===== src/rtl/bus_drive_decoder_if.sv =====
// Source-select handshake and drive-enable bundle
// between the control unit and the bus decoder.
interface bus_drive_decoder_if #(
   parameter int SEL_W   = 5,
   parameter int NUM_SRC = 24
);
   logic               sel_valid;
   logic [SEL_W-1:0]   sel_code;
   logic               sel_release;
   logic               sel_ready;
   logic [NUM_SRC-1:0] drive;
   logic               drive_active;
   logic               bad_code;
   logic [7:0]         hold_cnt;

   modport master (
      output sel_valid, sel_code, sel_release,
      input  sel_ready, drive, drive_active,
      input  bad_code, hold_cnt
   );

   modport slave (
      input  sel_valid, sel_code, sel_release,
      output sel_ready, drive, drive_active,
      output bad_code, hold_cnt
   );
endinterface


===== src/rtl/bus_drive_decoder.sv =====
// Registered source-code to one-hot bus drive decoder
// with break-before-make turnaround between drivers.
module bus_drive_decoder #(
   parameter int SEL_W       = 5,
   parameter int NUM_SRC     = 24,
   parameter int TURN_CYCLES = 1
) (
   input logic clock,
   input logic clear,
   bus_drive_decoder_if.slave bus
);

   typedef enum logic [1:0] {
      IDLE  = 2'd0,
      TURN  = 2'd1,
      DRIVE = 2'd2
   } state_t;

   localparam logic [NUM_SRC-1:0] ONE =
      {{(NUM_SRC-1){1'b0}}, 1'b1};
   localparam logic [SEL_W:0] LIM =
      (SEL_W+1)'(NUM_SRC);
   localparam logic [1:0] TURN_LD =
      2'(TURN_CYCLES);

   state_t             state, state_n;
   logic [SEL_W-1:0]   cur_code, code_n;
   logic [1:0]         turn_cnt, turn_n;
   logic [NUM_SRC-1:0] drive_q, drive_n;
   logic [7:0]         hold_q, hold_n;
   logic               bad_q, bad_n;
   logic               act_q;

   logic               accept;
   logic               legal;
   logic [NUM_SRC-1:0] dec;
   logic [7:0]         hold_inc;

   assign accept   = bus.sel_valid && (state != TURN);
   assign legal    = {1'b0, bus.sel_code} < LIM;
   assign dec      = ONE << bus.sel_code;
   assign hold_inc = (hold_q == 8'hff) ?
                     hold_q : hold_q + 8'd1;

   always_ff @(posedge clock or negedge clear) begin
      if (!clear) begin
         state    <= IDLE;
         cur_code <= '0;
         turn_cnt <= '0;
         drive_q  <= '0;
         hold_q   <= '0;
         bad_q    <= 1'b0;
         act_q    <= 1'b0;
      end else begin
         state    <= state_n;
         cur_code <= code_n;
         turn_cnt <= turn_n;
         drive_q  <= drive_n;
         hold_q   <= hold_n;
         bad_q    <= bad_n;
         act_q    <= |drive_n;
      end
   end

   always_comb begin
      state_n = state;
      code_n  = cur_code;
      turn_n  = turn_cnt;
      drive_n = drive_q;
      hold_n  = '0;
      bad_n   = 1'b0;
      unique case (state)
         IDLE: begin
            drive_n = '0;
            if (accept) begin
               if (!legal) begin
                  bad_n = 1'b1;
               end else begin
                  code_n = bus.sel_code;
                  if (TURN_CYCLES == 0) begin
                     state_n = DRIVE;
                     drive_n = dec;
                  end else begin
                     state_n = TURN;
                     turn_n  = TURN_LD;
                  end
               end
            end
         end
         TURN: begin
            drive_n = '0;
            turn_n  = turn_cnt - 2'd1;
            if (turn_cnt <= 2'd1) begin
               turn_n  = '0;
               state_n = DRIVE;
               drive_n = ONE << cur_code;
            end
         end
         DRIVE: begin
            hold_n = hold_inc;
            if (accept) begin
               if (!legal) begin
                  bad_n = 1'b1;
               end else if (bus.sel_code != cur_code) begin
                  // new driver: bus goes quiet before it takes over
                  code_n = bus.sel_code;
                  hold_n = '0;
                  if (TURN_CYCLES == 0) begin
                     drive_n = dec;
                  end else begin
                     drive_n = '0;
                     state_n = TURN;
                     turn_n  = TURN_LD;
                  end
               end
            end else if (bus.sel_release) begin
               drive_n = '0;
               hold_n  = '0;
               state_n = IDLE;
            end
         end
         default: begin
            state_n = IDLE;
            drive_n = '0;
         end
      endcase
   end

   assign bus.sel_ready    = (state != TURN);
   assign bus.drive        = drive_q;
   assign bus.drive_active = act_q;
   assign bus.bad_code     = bad_q;
   assign bus.hold_cnt     = hold_q;

endmodule


===== src/flat_wrapper.sv =====
// flat-port wrapper written by rule: the top's interface ports become plain ports
module bus_drive_decoder_flat 
#(
   parameter int SEL_W       = 5,
   parameter int NUM_SRC     = 24,
   parameter int TURN_CYCLES = 1
)
  (clock, clear, bus_sel_valid, bus_sel_code, bus_sel_release, bus_sel_ready, bus_drive, bus_drive_active, bus_bad_code, bus_hold_cnt);
  bus_drive_decoder_if #(.SEL_W(SEL_W), .NUM_SRC(NUM_SRC)) bus_i ();
  input logic clock;
  input logic clear;
  input wire logic [$bits(bus_i.sel_valid)-1:0] bus_sel_valid;
  input wire logic [$bits(bus_i.sel_code)-1:0] bus_sel_code;
  input wire logic [$bits(bus_i.sel_release)-1:0] bus_sel_release;
  output wire logic [$bits(bus_i.sel_ready)-1:0] bus_sel_ready;
  output wire logic [$bits(bus_i.drive)-1:0] bus_drive;
  output wire logic [$bits(bus_i.drive_active)-1:0] bus_drive_active;
  output wire logic [$bits(bus_i.bad_code)-1:0] bus_bad_code;
  output wire logic [$bits(bus_i.hold_cnt)-1:0] bus_hold_cnt;
  assign bus_i.sel_valid = bus_sel_valid;
  assign bus_i.sel_code = bus_sel_code;
  assign bus_i.sel_release = bus_sel_release;
  assign bus_sel_ready = bus_i.sel_ready;
  assign bus_drive = bus_i.drive;
  assign bus_drive_active = bus_i.drive_active;
  assign bus_bad_code = bus_i.bad_code;
  assign bus_hold_cnt = bus_i.hold_cnt;
  bus_drive_decoder #(.SEL_W(SEL_W), .NUM_SRC(NUM_SRC), .TURN_CYCLES(TURN_CYCLES)) u_core (.clock(clock), .clear(clear), .bus(bus_i));
endmodule

===== config.mk =====
export PLATFORM = sky130hd
export DESIGN_NAME = bus_drive_decoder_flat
export DESIGN_NICKNAME = d
export VERILOG_FILES = /design/src/rtl/bus_drive_decoder_if.sv /design/src/rtl/bus_drive_decoder.sv /design/src/flat_wrapper.sv
export SDC_FILE = /design/constraint.sdc
export NUM_CORES = 1
export LEC_CHECK = 0
export ABC_CLOCK_PERIOD_IN_PS = 5100
export CORE_ASPECT_RATIO = 0.6
export CORE_MARGIN = 3
export CORE_UTILIZATION = 30
export CTS_CLUSTER_SIZE = 12
export DETAILED_ROUTE_END_ITERATION = 7
export GPL_ROUTABILITY_DRIVEN = 0
export GPL_TIMING_DRIVEN = 0
export REMOVE_ABC_BUFFERS = 1
export SLEW_MARGIN = 5
export SYNTH_ARGS = -nofsm -noshare
export SYNTH_HDL_FRONTEND = slang
export SYNTH_SLANG_ARGS = --single-unit

===== constraint.sdc =====
create_clock -name clock -period 5.1 [get_ports clock]
set_input_delay 0.765 -clock clock [delete_from_list [all_inputs] [get_ports clock]]
set_output_delay 0.765 -clock clock [all_outputs]
set_load 0.005 [all_outputs]

==> impl_results.md <==
- Status: finished, final reports clean
- Commonest cells in the netlist: dfrtp_1, nand2_1, nor2_1
- Unique masters post-synth: 38
- Dominant cell type by area after synthesis: dfrtp_1
- Clock network fraction of design power: 26.3%
- Fmax: 382 MHz
- Routed wire per std cell: 15.3 um
- Metal3 WL: 328 um
- Internal Pwr Total: 759 uW
- PostCTS Resize Cnt: 0
- Starting density of the core: 31.5%
- Final Setup Violations: 0
- PnR Total Power: 1190 uW
- Final Hold Vio Count: 0
- Comb pwr share: 35.3%
- Top layer in use: met4
- N_diodes: 0
- Worst Setup End Kind: register
- Synthesized cell area: 0.00215 mm2
- Skew-Pair Late Insertion Delay: 0.28 ns
- CP Launch Type: primary input
- Clk sinks: 43
- Pins over their slew limit: 0
- Worst Skew: 0.00816 ns
- Synth warn: 0
- Sequential share of power: 38.4%
- Post-Route WL: 5120 um
- DRC violations left: 0
- CTS tree: built
- Hold buffers post-CTS: 0
- Least-Margin Pin Slew: 1.08 ns
- Peak VDD IR: 0.191 mV
- Minimum clock period: 2.62 ns
- Die Area: 0.00825 mm2
- Row cnt: 23
- Die X-Extent: 115 um
- CP Data Arrival Time: 2.83 ns
- TNS Setup: 0 ns
- PwrDens: 433 mW/mm2
- Dpl cell area: 0.00261 mm2
- First-pass GRT wire length: 8480 um
- Max-cap viol count: 0
- Post-synth EDFFs: 0
- Number of global-route vias before repair: 1634
- # nets final: 261
- I/O Buffers: 43
- Most common cell in the netlist: dfrtp_1
- Final Instance Area: 0.00276 mm2
- Synth top area cells: dfrtp_1, a22o_1, nand2_1
- Layout cells sized above 1: 8.91%
- Fill cell count: 658
- Clock Path Buffers: 2
- Vias per cell: 5.05
- Maximum fanout along the worst path: 25
- Ys async rst share: 100%
- Detailed router's first-iteration violation count: 128
- Clock slew seen by the registers of the worst setup and hold paths: 0.06 ns
- RSZ-0062 raised after global routing: false
- Largest net degree at the start of global routing: 29
- Hold WC Path Type: primary input to async pin
- Net Sw Frac: 36.4%
- Boundary Pins: 44
- Cell count after synthesis: 205
- First-pass iteration count of the detailed router: 4
- Slew HR: 27.4%
- Main synth FF type: dfrtp_1
- Mean post-synth cell area: 10.5 um2
- Gr usage total: 13.2%
- DR WL met2: 1990 um
- Leak: 0.00120 uW
- Number of setup buffers added after CTS: 0
- Root Buffer Master: clkbuf_16
- Htree depth: 2
- Post-route ant nets: 0
- CTS Buf Count: 5
- Final worst-path cycle share: 51.3%
- M1 WL: 2770 um
- Final core utilization: 40.4%
- Register bit count reported by yosys: 43
- Core Area: 0.00682 mm2
- CP Class: primary input to register
- Grt ovf: 0
- Die height: 71.6 um
- Initial antenna violation count: 0
- Sw Pwr: 434 uW
- DP Wirelength: 3860 um
- Total number of vias: 1687
- Seq/Total Area, Yosys: 50.1%
- Area Overhead vs Synth: 28.2%
- CP Data Required Time: 5.31 ns
- Yosys top cell area share: 50.1%
## flip-flops by register name, summed over array words and instances (netlist names)
name / flops
u_core.bus.drive: 24
u_core.bus.bad_code: 1
u_core.bus.hold_cnt: 8
u_core.turn_cnt: 2
u_core.cur_code: 5
u_core.bus.drive_active: 1
u_core.state: 2
## cell families after synthesis
kind of cell    synth area share [%]
compound gates                  13.4
xor+xnor                        3.67
fa+ha+maj                       3.49
buf+inv                         5.24
flops                           50.1
mux                             5.88
simple gates                    18.2
## placed cells by master, fill, tap and decap left out, drive strengths merged
| cell | instances |
|---|---|
| clkdlybuf4s50 | 42 |
| and3 | 4 |
| mux2i | 4 |
| mux2 | 6 |
| a22o | 12 |
| nor3b | 2 |
| buf | 2 |
| a21boi | 1 |
| clkinv | 1 |
| xnor2 | 6 |
| nand3 | 8 |
| a32oi | 1 |
| or2 | 2 |
| clkinvlp | 2 |
| or3b | 1 |
| ha | 6 |
| nand4 | 4 |
| nand4b | 1 |
| nor4 | 7 |
| a21oi | 6 |
| a21bo | 1 |
| a211oi | 1 |
| nor3 | 2 |
| a31oi | 1 |
| inv | 5 |
| xor2 | 3 |
| nor2 | 16 |
| dfrtp | 43 |
| nand2 | 26 |
| a21o | 1 |
| or3 | 1 |
| nand2b | 4 |
| o22ai | 1 |
| clkbuf | 5 |
| o2111ai | 1 |
| nor2b | 1 |
| o21ai | 17 |
## routing by layer
layer	vias to the layer above	GRT usage, %
li1	814	-
met1	820	21.0
met2	48	17.3
met3	5	4.30
met4	0	2.21
met5	-	0
## critical path, cell delays in order
cell and delay [ns]:
clkdlybuf4s50_1 0.46, xnor2_1 0.27, o2111ai_1 0.19, o22ai_2 0.86, a22o_1 0.28
## layout make-up
cell class / instances / area [um2] / share of cell area [%]
Tap cell: 87 / 109 / 3.95
Clock buffer: 5 / 125 / 4.54
Sequential cell: 43 / 1080 / 39.1
Multi-Input combinational cell: 147 / 961 / 34.9
Inverter: 5 / 18.8 / 0.681
Timing Repair Buffer: 44 / 445 / 16.2
Clock inverter: 3 / 20.0 / 0.727
## power by group through the flow
stage	registers [uW]	clock network (uW)	logic, uW
6_report	459	314	421
4_1_cts	457	318	424
3_3_place_gp	460	0	416
5_1_grt	468	336	470
2_1_floorplan	446	0	296
3_5_place_dp	462	0	423
## worst paths after layout
check | start | end | slack, ns | cells after the start
setup / recovery | bus_sel_code[0] | u_core.bus.drive[0] | 2.48 | 5
hold / removal | clear | u_core.turn_cnt[0] | 0.42 | 1
setup reg to reg | u_core.state[1] | u_core.bus.drive[0] | 2.72 | 5
hold reg to reg | u_core.bus.drive[9] | u_core.bus.drive[9] | 0.51 | 2
max in group asynchronous | clear | u_core.bus.hold_cnt[3] | 4.19 | 2
min in group clock | u_core.bus.drive[9] | u_core.bus.drive[9] | 0.51 | 2
## through the flow
step	cells	worst slack [ns]	hold WS, ns
after CTS	334	2.51	0.427
final	334	2.48	0.416
after detailed placement	326	2.23	0.502
after global placement	325	2.03	0.501
after floorplan	195	3.07	0.469
after global routing	334	2.35	0.439
Note: power is estimated with default switching activity, not from simulation.
